===== config.mk =====
export PLATFORM = sky130hd
export DESIGN_NAME = logic_op_arbiter
export DESIGN_NICKNAME = d
export VERILOG_FILES = /design/src/rtl/logic_op_arbiter_pkg.sv /design/src/rtl/logic_op_arbiter_rr_arbiter.sv /design/src/rtl/logic_op_arbiter.sv
export SDC_FILE = /design/constraint.sdc
export NUM_CORES = 1
export LEC_CHECK = 0
export CAP_MARGIN = 10
export CORE_MARGIN = 2
export CORE_UTILIZATION = 45
export CTS_BUF_LIST = sky130_fd_sc_hd__clkbuf_8
export CTS_CLUSTER_SIZE = 10
export DETAILED_ROUTE_END_ITERATION = 8
export GPL_TIMING_DRIVEN = 0
export HOLD_SLACK_MARGIN = 0.1
export PLACE_DENSITY = 0.83
export SYNTH_ARGS = -nofsm -noshare
export SYNTH_HDL_FRONTEND = slang
export SYNTH_SLANG_ARGS = --single-unit

===== constraint.sdc =====
create_clock -name clk_i -period 4.6 [get_ports clk_i]
set_input_delay 0.69 -clock clk_i [delete_from_list [all_inputs] [get_ports clk_i]]
set_output_delay 0.69 -clock clk_i [all_outputs]
set_load 0.1 [all_outputs]

===== src/rtl/logic_op_arbiter_pkg.sv =====
// Shared definitions for the logic-op arbiter: opcode encodings, FSM state codes
// and small helper functions used by the top level.
package logic_op_arbiter_pkg;

    localparam int OP_W = 3;

    localparam logic [OP_W-1:0] OP_AND     = 3'd0;
    localparam logic [OP_W-1:0] OP_NAND    = 3'd1;
    localparam logic [OP_W-1:0] OP_OR      = 3'd2;
    localparam logic [OP_W-1:0] OP_NOR     = 3'd3;
    localparam logic [OP_W-1:0] OP_XOR     = 3'd4;
    localparam logic [OP_W-1:0] OP_XNOR    = 3'd5;
    localparam logic [OP_W-1:0] OP_INV     = 3'd6;
    localparam logic [OP_W-1:0] OP_ILLEGAL = 3'd7;

    // Result slot occupancy: EMPTY means res_valid_o is low.
    localparam logic [0:0] ST_EMPTY = 1'b0;
    localparam logic [0:0] ST_FULL  = 1'b1;

    function automatic logic op_is_illegal(input logic [OP_W-1:0] op);
        return (op == OP_ILLEGAL);
    endfunction

endpackage


===== src/rtl/logic_op_arbiter_rr_arbiter.sv =====
// Round-robin arbiter: grants the first asserted request at or above the pointer,
// wrapping from REQ_N-1 back to 0. Produces a one-hot grant and its binary index.
module rr_arbiter
    import logic_op_arbiter_pkg::*;
#(
    parameter int REQ_N = 4,
    parameter int ID_W  = $clog2(REQ_N)
) (
    input  logic [REQ_N-1:0] req_i,
    input  logic [ID_W-1:0]  ptr_i,
    input  logic             en_i,
    output logic [REQ_N-1:0] gnt_o,
    output logic [ID_W-1:0]  idx_o,
    output logic             any_o
);

    logic [REQ_N-1:0] w_gnt;
    logic [ID_W-1:0]  w_idx;
    logic             w_found;

    // Rotating priority search; the sum is one bit wider so the wrap compare cannot overflow.
    always_comb begin
        logic [ID_W:0]   w_sum;
        logic [ID_W-1:0] w_cand;
        w_gnt   = '0;
        w_idx   = '0;
        w_found = 1'b0;
        w_sum   = '0;
        w_cand  = '0;
        for (int i = 0; i < REQ_N; i++) begin
            w_sum = {1'b0, ptr_i} + (ID_W+1)'(i);
            if (w_sum >= (ID_W+1)'(REQ_N)) begin
                w_sum = w_sum - (ID_W+1)'(REQ_N);
            end else begin
                w_sum = w_sum;
            end
            w_cand = w_sum[ID_W-1:0];
            if (!w_found && req_i[w_cand]) begin
                w_found        = 1'b1;
                w_gnt[w_cand]  = 1'b1;
                w_idx          = w_cand;
            end else begin
                w_found = w_found;
            end
        end
    end

    assign gnt_o = en_i ? w_gnt : '0;
    assign idx_o = w_idx;
    assign any_o = en_i & w_found;

endmodule


===== src/rtl/logic_op_arbiter.sv =====
// Shares one registered bitwise logic unit between REQ_N requesters using
// round-robin arbitration; each result is returned with the issuing requester's ID.
module logic_op_arbiter
    import logic_op_arbiter_pkg::*;
#(
    parameter  int REQ_N = 4,
    parameter  int WIDTH = 8,
    localparam int ID_W  = $clog2(REQ_N)
) (
    input  logic                  clk_i,
    input  logic                  rst_ni,
    input  logic [REQ_N-1:0]      req_valid_i,
    output logic [REQ_N-1:0]      req_ready_o,
    input  logic [OP_W*REQ_N-1:0] req_op_i,
    input  logic [WIDTH*REQ_N-1:0] req_a_i,
    input  logic [WIDTH*REQ_N-1:0] req_b_i,
    output logic                  res_valid_o,
    input  logic                  res_ready_i,
    output logic [WIDTH-1:0]      res_data_o,
    output logic [ID_W-1:0]       res_id_o,
    output logic                  res_err_o
);

    logic [0:0]       r_state;
    logic [0:0]       w_state_nxt;
    logic [ID_W-1:0]  r_ptr;
    logic [ID_W-1:0]  w_ptr_nxt;
    logic [WIDTH-1:0] r_res_data;
    logic [ID_W-1:0]  r_res_id;
    logic             r_res_err;

    logic             w_slot_free;
    logic [REQ_N-1:0] w_gnt;
    logic [ID_W-1:0]  w_idx;
    logic             w_any;
    logic             w_xfer;
    logic [OP_W-1:0]  w_op;
    logic [WIDTH-1:0] w_a;
    logic [WIDTH-1:0] w_b;
    logic [WIDTH-1:0] w_result;

    // Draining and refilling in the same cycle keeps back-to-back results bubble-free.
    assign w_slot_free = (r_state == ST_EMPTY) || res_ready_i;

    rr_arbiter #(
        .REQ_N (REQ_N),
        .ID_W  (ID_W)
    ) u_rr_arbiter (
        .req_i (req_valid_i),
        .ptr_i (r_ptr),
        .en_i  (w_slot_free),
        .gnt_o (w_gnt),
        .idx_o (w_idx),
        .any_o (w_any)
    );

    // Grants are suppressed while reset is asserted so nothing is handshaken away.
    assign req_ready_o = w_gnt & {REQ_N{rst_ni}};
    assign w_xfer      = w_any & rst_ni;

    assign w_op = req_op_i[int'(w_idx)*OP_W +: OP_W];
    assign w_a  = req_a_i[int'(w_idx)*WIDTH +: WIDTH];
    assign w_b  = req_b_i[int'(w_idx)*WIDTH +: WIDTH];

    // Logic unit; the illegal opcode yields zero and is flagged separately.
    always_comb begin
        w_result = '0;
        case (w_op)
            OP_AND:  w_result = w_a & w_b;
            OP_NAND: w_result = ~(w_a & w_b);
            OP_OR:   w_result = w_a | w_b;
            OP_NOR:  w_result = ~(w_a | w_b);
            OP_XOR:  w_result = w_a ^ w_b;
            OP_XNOR: w_result = ~(w_a ^ w_b);
            OP_INV:  w_result = ~w_a;
            default: w_result = '0;
        endcase
    end

    // Slot occupancy FSM.
    always_comb begin
        w_state_nxt = r_state;
        case (r_state)
            ST_EMPTY: begin
                if (w_xfer) begin
                    w_state_nxt = ST_FULL;
                end else begin
                    w_state_nxt = ST_EMPTY;
                end
            end
            ST_FULL: begin
                if (res_ready_i && !w_xfer) begin
                    w_state_nxt = ST_EMPTY;
                end else begin
                    w_state_nxt = ST_FULL;
                end
            end
            default: w_state_nxt = ST_EMPTY;
        endcase
    end

    // Pointer moves one past the granted requester so it gets lowest priority next.
    always_comb begin
        if (w_idx == ID_W'(REQ_N-1)) begin
            w_ptr_nxt = '0;
        end else begin
            w_ptr_nxt = w_idx + ID_W'(1);
        end
    end

    // Result, ID, error, pointer and state registers.
    always_ff @(posedge clk_i or negedge rst_ni) begin
        if (!rst_ni) begin
            r_state    <= ST_EMPTY;
            r_ptr      <= '0;
            r_res_data <= '0;
            r_res_id   <= '0;
            r_res_err  <= 1'b0;
        end else begin
            r_state <= w_state_nxt;
            if (w_xfer) begin
                r_res_data <= w_result;
                r_res_id   <= w_idx;
                r_res_err  <= op_is_illegal(w_op);
                r_ptr      <= w_ptr_nxt;
            end
        end
    end

    assign res_valid_o = (r_state == ST_FULL);
    assign res_data_o  = r_res_data;
    assign res_id_o    = r_res_id;
    assign res_err_o   = r_res_err;

endmodule


After elaboration in Yosys (flattened, before gate mapping)

Index checks and enable logic that the tools add are counted.
W data, S select, Z words.

Bitwise operators: 14
Mux-type cells: 38
Shifts and indexed selects: 3
Reductions and logical operators: 14
Add/sub/neg operators: 8
$mul: 1
Eq/ne operators: 8
Magnitude comparators: 12

Operators by type and width:

| kind                  | count |
|---|---|
| $shiftx A32 B6 Y8     | 2 |
| $pmux W8 S7           | 1 |
| $not A8 Y8            | 4 |
| $mux W4               | 5 |
| $mux W2               | 9 |
| $mux W1               | 14 |
| $eq A3 B3 Y1 const B  | 4 |
| $lt A2 B3 Y1 const B  | 4 |
| $or A4 B4 Y4          | 3 |
| $shiftx A12 B5 Y3     | 1 |
| $ge A3 B3 Y1 const B  | 3 |
| $and A8 B8 Y8         | 1 |
| $bmux W1 S2           | 4 |
| $demux W1 S2          | 4 |
| $ge A2 B1 Y1 const B  | 4 |
| $logic_and A1 B1 Y1   | 8 |
| $or A8 B8 Y8          | 1 |
| $sub A2 B1 Y2 const B | 4 |
| $xor A8 B8 Y8         | 1 |
| $add A2 B2 Y3 const B | 2 |
| $eq A3 B2 Y1 const B  | 2 |
| $and A4 B4 Y4         | 1 |
| $logic_not A1 Y1      | 4 |
| $mul A2 B2 Y4 const B | 1 |
| 10 further kinds      | 11 |

Bits in registers: 14
Logic and storage cells: 103

Depth between registers and ports, before layout

Depth after elaboration: 20
Depth in mapped cells: 20
Depth with buffers taken out: 16

By module

Synthesis repeated with hierarchy kept, for this count alone.

Cells, all modules: 248
Area, all modules: 2348.5 um2

Modules (own cells, without submodules):

| module           | cells each | times used | area an instance (um2) | sequential area each (um2) |
|---|---|---|---|---|
| logic_op_arbiter | 163        | 1          | 1740.4                 | 350.3 |
| rr_arbiter       | 85         | 1          | 608.1                  | 0.0 |

Least setup slack after synthesis

OpenSTA, ideal clock, no wires.

Path type: register to output
From: register r_ptr[0]
To: output port req_ready_o[0]
Arrival time: 3.348 ns
Buffers on the path: 2
Slack: 0.562 ns
Stages on the path, launching flop included: 10
Path through: dfrtp_1 > buf_6 > buf_2 > inv_1 > ha_1 > mux4_2 > nor3_1 > and2_1 > a221oi_1 > nor2_1

Longest elaborated chain between the ends: 16
Elaborated cells on any way between the ends: 61
Classes of those cells: add/sub (7); order compare (12); mux (28); bitwise (4); reduce/logical (10)

RTL lines:

| what                                                   | line                              | text |
|---|---|---|
| start: declaration                                     | logic_op_arbiter.sv:26            | `logic [ID_W-1:0] r_ptr;` |
| start signal: assignment                               | logic_op_arbiter.sv:125           | `r_ptr <= w_ptr_nxt;` |
| branches (longest 13 deep; another with $add A2 B1 Y3) | n/a                               |  |
| $mux W4 *                                              | logic_op_arbiter_rr_arbiter.sv:38 | `if (!w_found && req_i[w_cand]) begin` |
| $mux W4 *                                              | logic_op_arbiter_rr_arbiter.sv:48 | `assign gnt_o = en_i ? w_gnt : '0;` |
| $and A4 B4 Y4 *                                        | logic_op_arbiter.sv:58            | `assign req_ready_o = w_gnt & {REQ_N{rst_ni}};` |
| end: declaration                                       | logic_op_arbiter.sv:13            | `output logic [REQ_N-1:0] req_ready_o,` |

Mark *: on every way between the ends. The select of a mux whose other input is x is not followed.

Worst setup path in the final report

From: register r_ptr[0]
To: register r_res_data[6], in the netlist res_data_o[6]

Longest elaborated chain between the ends: 18
Elaborated cells on any way between the ends: 58
Classes of those cells: add/sub (7); mul (1); order compare (4); eq/ne (6); shift (3); mux (21); bitwise (9); reduce/logical (7)

RTL lines:

| what                                                   | line                    | text |
|---|---|---|
| branches (longest 18 deep; another with $add A2 B1 Y3) | n/a                     |  |
| end signal: assignment                                 | logic_op_arbiter.sv:122 | `r_res_data <= w_result;` |
| end: declaration                                       | logic_op_arbiter.sv:28  | `logic [WIDTH-1:0] r_res_data;` |

Parallel ways; which one is timed is not known. The select of a mux whose other input is x is not followed.
A chain may end at the register's enable or synchronous reset.

==> impl_metrics.py <==
metrics = {
    "synth": {
        "async_flop_share_pct": 100,
        "synthCells": 296,
        "avgSynthCellArea_sq_um": 7.97,
        "synthFlopType": "dfrtp_1",
        "syn-cell-area_sq_um": 2360,
        "synth_commonest_cells": "58 x nand2_1, 30 x mux2i_1, 25 x ha_1, 23 x inv_1, 22 x nand3_1",
        "synth_nets": 404,
        "netlist.area_leader.share_pct": 14.9,
        "synth.distinct_cells": 45,
        "ys_ff_latch": 14,
        "synth-seq-area-share_pct": 14.9,
        "ys_top_cells_by_area": "dfrtp_1 15%, ha_1 13%, mux2i_1 13%",
        "yosysTopAreaCell": "dfrtp_1",
        "synth_edf_count": 0,
        "yosysWarnings": 0,
        "yosysMostFrequentCell": "nand2_1",
    },
    "setup_path": {
        "cp_max_fo": 10,
        "start_kind": "flip-flop",
        "reg2reg_slack_ns": 0.36,
        "r2r_start": "r_ptr[0]",
        "r2r_cells": 17,
        "worstSetupPathType": "flip-flop to flip-flop",
        "cp.required_ns": 4.70,
        "endpoint_kind": "flip-flop",
        "r2r_end": "res_data_o[6]",
        "arrival_ns": 4.34,
    },
    "placement": {
        "place_congestion": 0.820,
        "port_buffers": 98,
        "dp_hpwl_mm": 5.21,
    },
    "cells_and_area": {
        "syn2layout_area_growth_pct": 48.4,
        "n_antenna_cell": 0,
        "nets": 507,
        "drive_above_1_share_pct": 10.6,
    },
    "detailed_routing": {
        "vias": 2523,
        "drt-vias-per-instance": 5.39,
        "drc": 0,
        "wl_per_cell_microns": 13.3,
        "drtIter0Drc": 71,
        "wl_mm": 6.25,
        "detail-route-antenna-nets": 0,
        "firstDrtPassIters": 4,
    },
    "flow_run": {
        "cap_violations": 0,
    },
    "clocking": {
        "clkSinkCount": 14,
        "root_buffer": "clkbuf_8",
        "cts_hold_buffers": 0,
        "clockBufferDepth": 2,
        "numCtsBuffers": 3,
        "tritoncts": "yes",
        "htreeDepth": 1,
        "clock_latency_ns": 0.25,
        "path_clk_slew_ns": 0.06,
    },
    "worst_hold_path": {
        "hp-start": "res_id_o[1]",
        "hold_path.class": "flip-flop to flip-flop",
        "hold_path_end": "res_id_o[1]",
        "whs_path_depth": 2,
    },
    "global_route": {
        "grtUsageTotal_pct": 21.5,
        "grt_pass1_wl_mm": 10.6,
        "grt_max_degree": 16,
        "grt_pass1_vias": 2467,
        "antenna_found_initial": 0,
        "grt_remaining_overflow": 0,
    },
    "die": {
        "fp-row-count": 26,
        "die_width_microns": 76.4,
        "start_util_pct": 46.5,
        "core_area_sq_um": 5070,
        "die_h_microns": 76.4,
        "ioPinCount": 99,
        "dieArea_sq_um": 5840,
    },
    "timing": {
        "finalSetupViolCount": 0,
        "tns_ns": 0,
        "fin_crit_ns": 4.24,
        "fin_crit_sh_pct": 92.2,
        "worstMarginPinSlew_ns": 0.997,
        "slew_headroom_pct": 33.3,
        "final_hold_viol_count": 0,
        "clock_skew_ns": 0.00226,
        "slew_violations": 0,
        "fmax_ghz": 0.236,
    },
    "run_status": {
        "outcome": "finished, final reports clean",
    },
}
==> state kept, by name, summed over array words and instances (netlist names) <==
signal,count
r_ptr,2
res_id_o,2
res_err_o,1
res_data_o,8
res_valid_o,1
==> critical path, stage by stage (launching register included) <==
cell	delay, ns
dfrtp_1	0.44
buf_6	0.16
buf_2	0.24
inv_1	0.15
ha_1	0.39
mux4_2	0.42
o21ai_0	0.25
a21boi_4	0.30
buf_4	0.22
buf_2	0.24
buf_2	0.25
nand2_1	0.07
nand3_1	0.08
nand2_1	0.09
ha_1	0.29
xnor2_1	0.13
a221oi_1	0.29
a311oi_1	0.08
==> placed cells by master, fill, tap and decap left out, drive strengths merged, types with 4 or more instances in the layout <==
cell type      netlist  final
clkdlybuf4s50        0     94
nand2               58     58
mux2i               34     34
ha                  25     25
inv                 23     24
nand3               22     22
nor2                17     17
dfrtp               14     14
buf                 12     13
xnor2               11     11
mux2                11     11
o21ai               10     10
a221oi               7      7
clkbuf               4      7
a22oi                5      5
a21oi                4      4
mux4                 4      4
dlymetal6s2s         0      4
==> per-layer routing <==
metal	vias to the layer above	GRT usage (%)	wire length (microns)	part of all wire, %
met5	-	0	0	0
met4	0	4.36	68	1.1
met3	7	2.01	295	4.7
met2	83	42.3	3260	52
met1	1192	25.0	2620	42
li1	1241	-	-	-
==> stage by stage <==
step / instances / hold WS, ns / instance area [sq um] / worst slack, ns / utilization, %
after global routing: 468 / 0.538 / 3500 / -0.00466 / 69.0
after detailed placement: 464 / 0.490 / 3430 / -0.00296 / 67.5
after floorplan: 296 / 0.394 / 2360 / 0.562 / -
after CTS: 468 / 0.503 / 3480 / 0.0523 / 68.6
final: 468 / 0.501 / 3500 / 0.360 / 69.0
after global placement: 464 / 0.473 / 3430 / 0.0583 / 67.5
==> worst max-delay path by stage <==
stage                        start  slack, ns        endpoint  cells past startpoint
floorplan                 r_ptr[0]       0.56  req_ready_o[0]                      9
global placement    req_valid_i[2]       0.06   res_data_o[3]                     15
detailed placement  req_valid_i[2]     -0.003   res_data_o[6]                     15
CTS                       r_ptr[0]       0.05  req_ready_o[0]                     10
global route              r_ptr[0]     -0.005   res_data_o[2]                     17
finish                    r_ptr[0]       0.36   res_data_o[6]                     17
==> cells by family after synthesis <==
| group | share of synthesized area, % |
|---|---|
| buf+inv | 8.75 |
| fa+ha+maj | 13.3 |
| xor+xnor | 4.08 |
| compound gates | 14.0 |
| mux | 24.1 |
| flops | 14.9 |
| simple gates | 21.0 |
==> layout make-up <==
type	instances	area, sq um
Buffer	15	109
Tap cell	70	87.6
Fill cell	441	1580
Timing Repair Buffer	99	998
Inverter	25	97.6
Clock buffer	4	55.1
Multi-Input combinational cell	241	1800
Sequential cell	14	350
==> timing repair <==
action,in CTS,in global routing
endpoints found under the setup margin,0,12
setup buffers,0,1
gates resized for setup,0,6
Power is not shown: default switching activity piles up to over one toggle a cycle in this logic, so the estimate is an artifact.
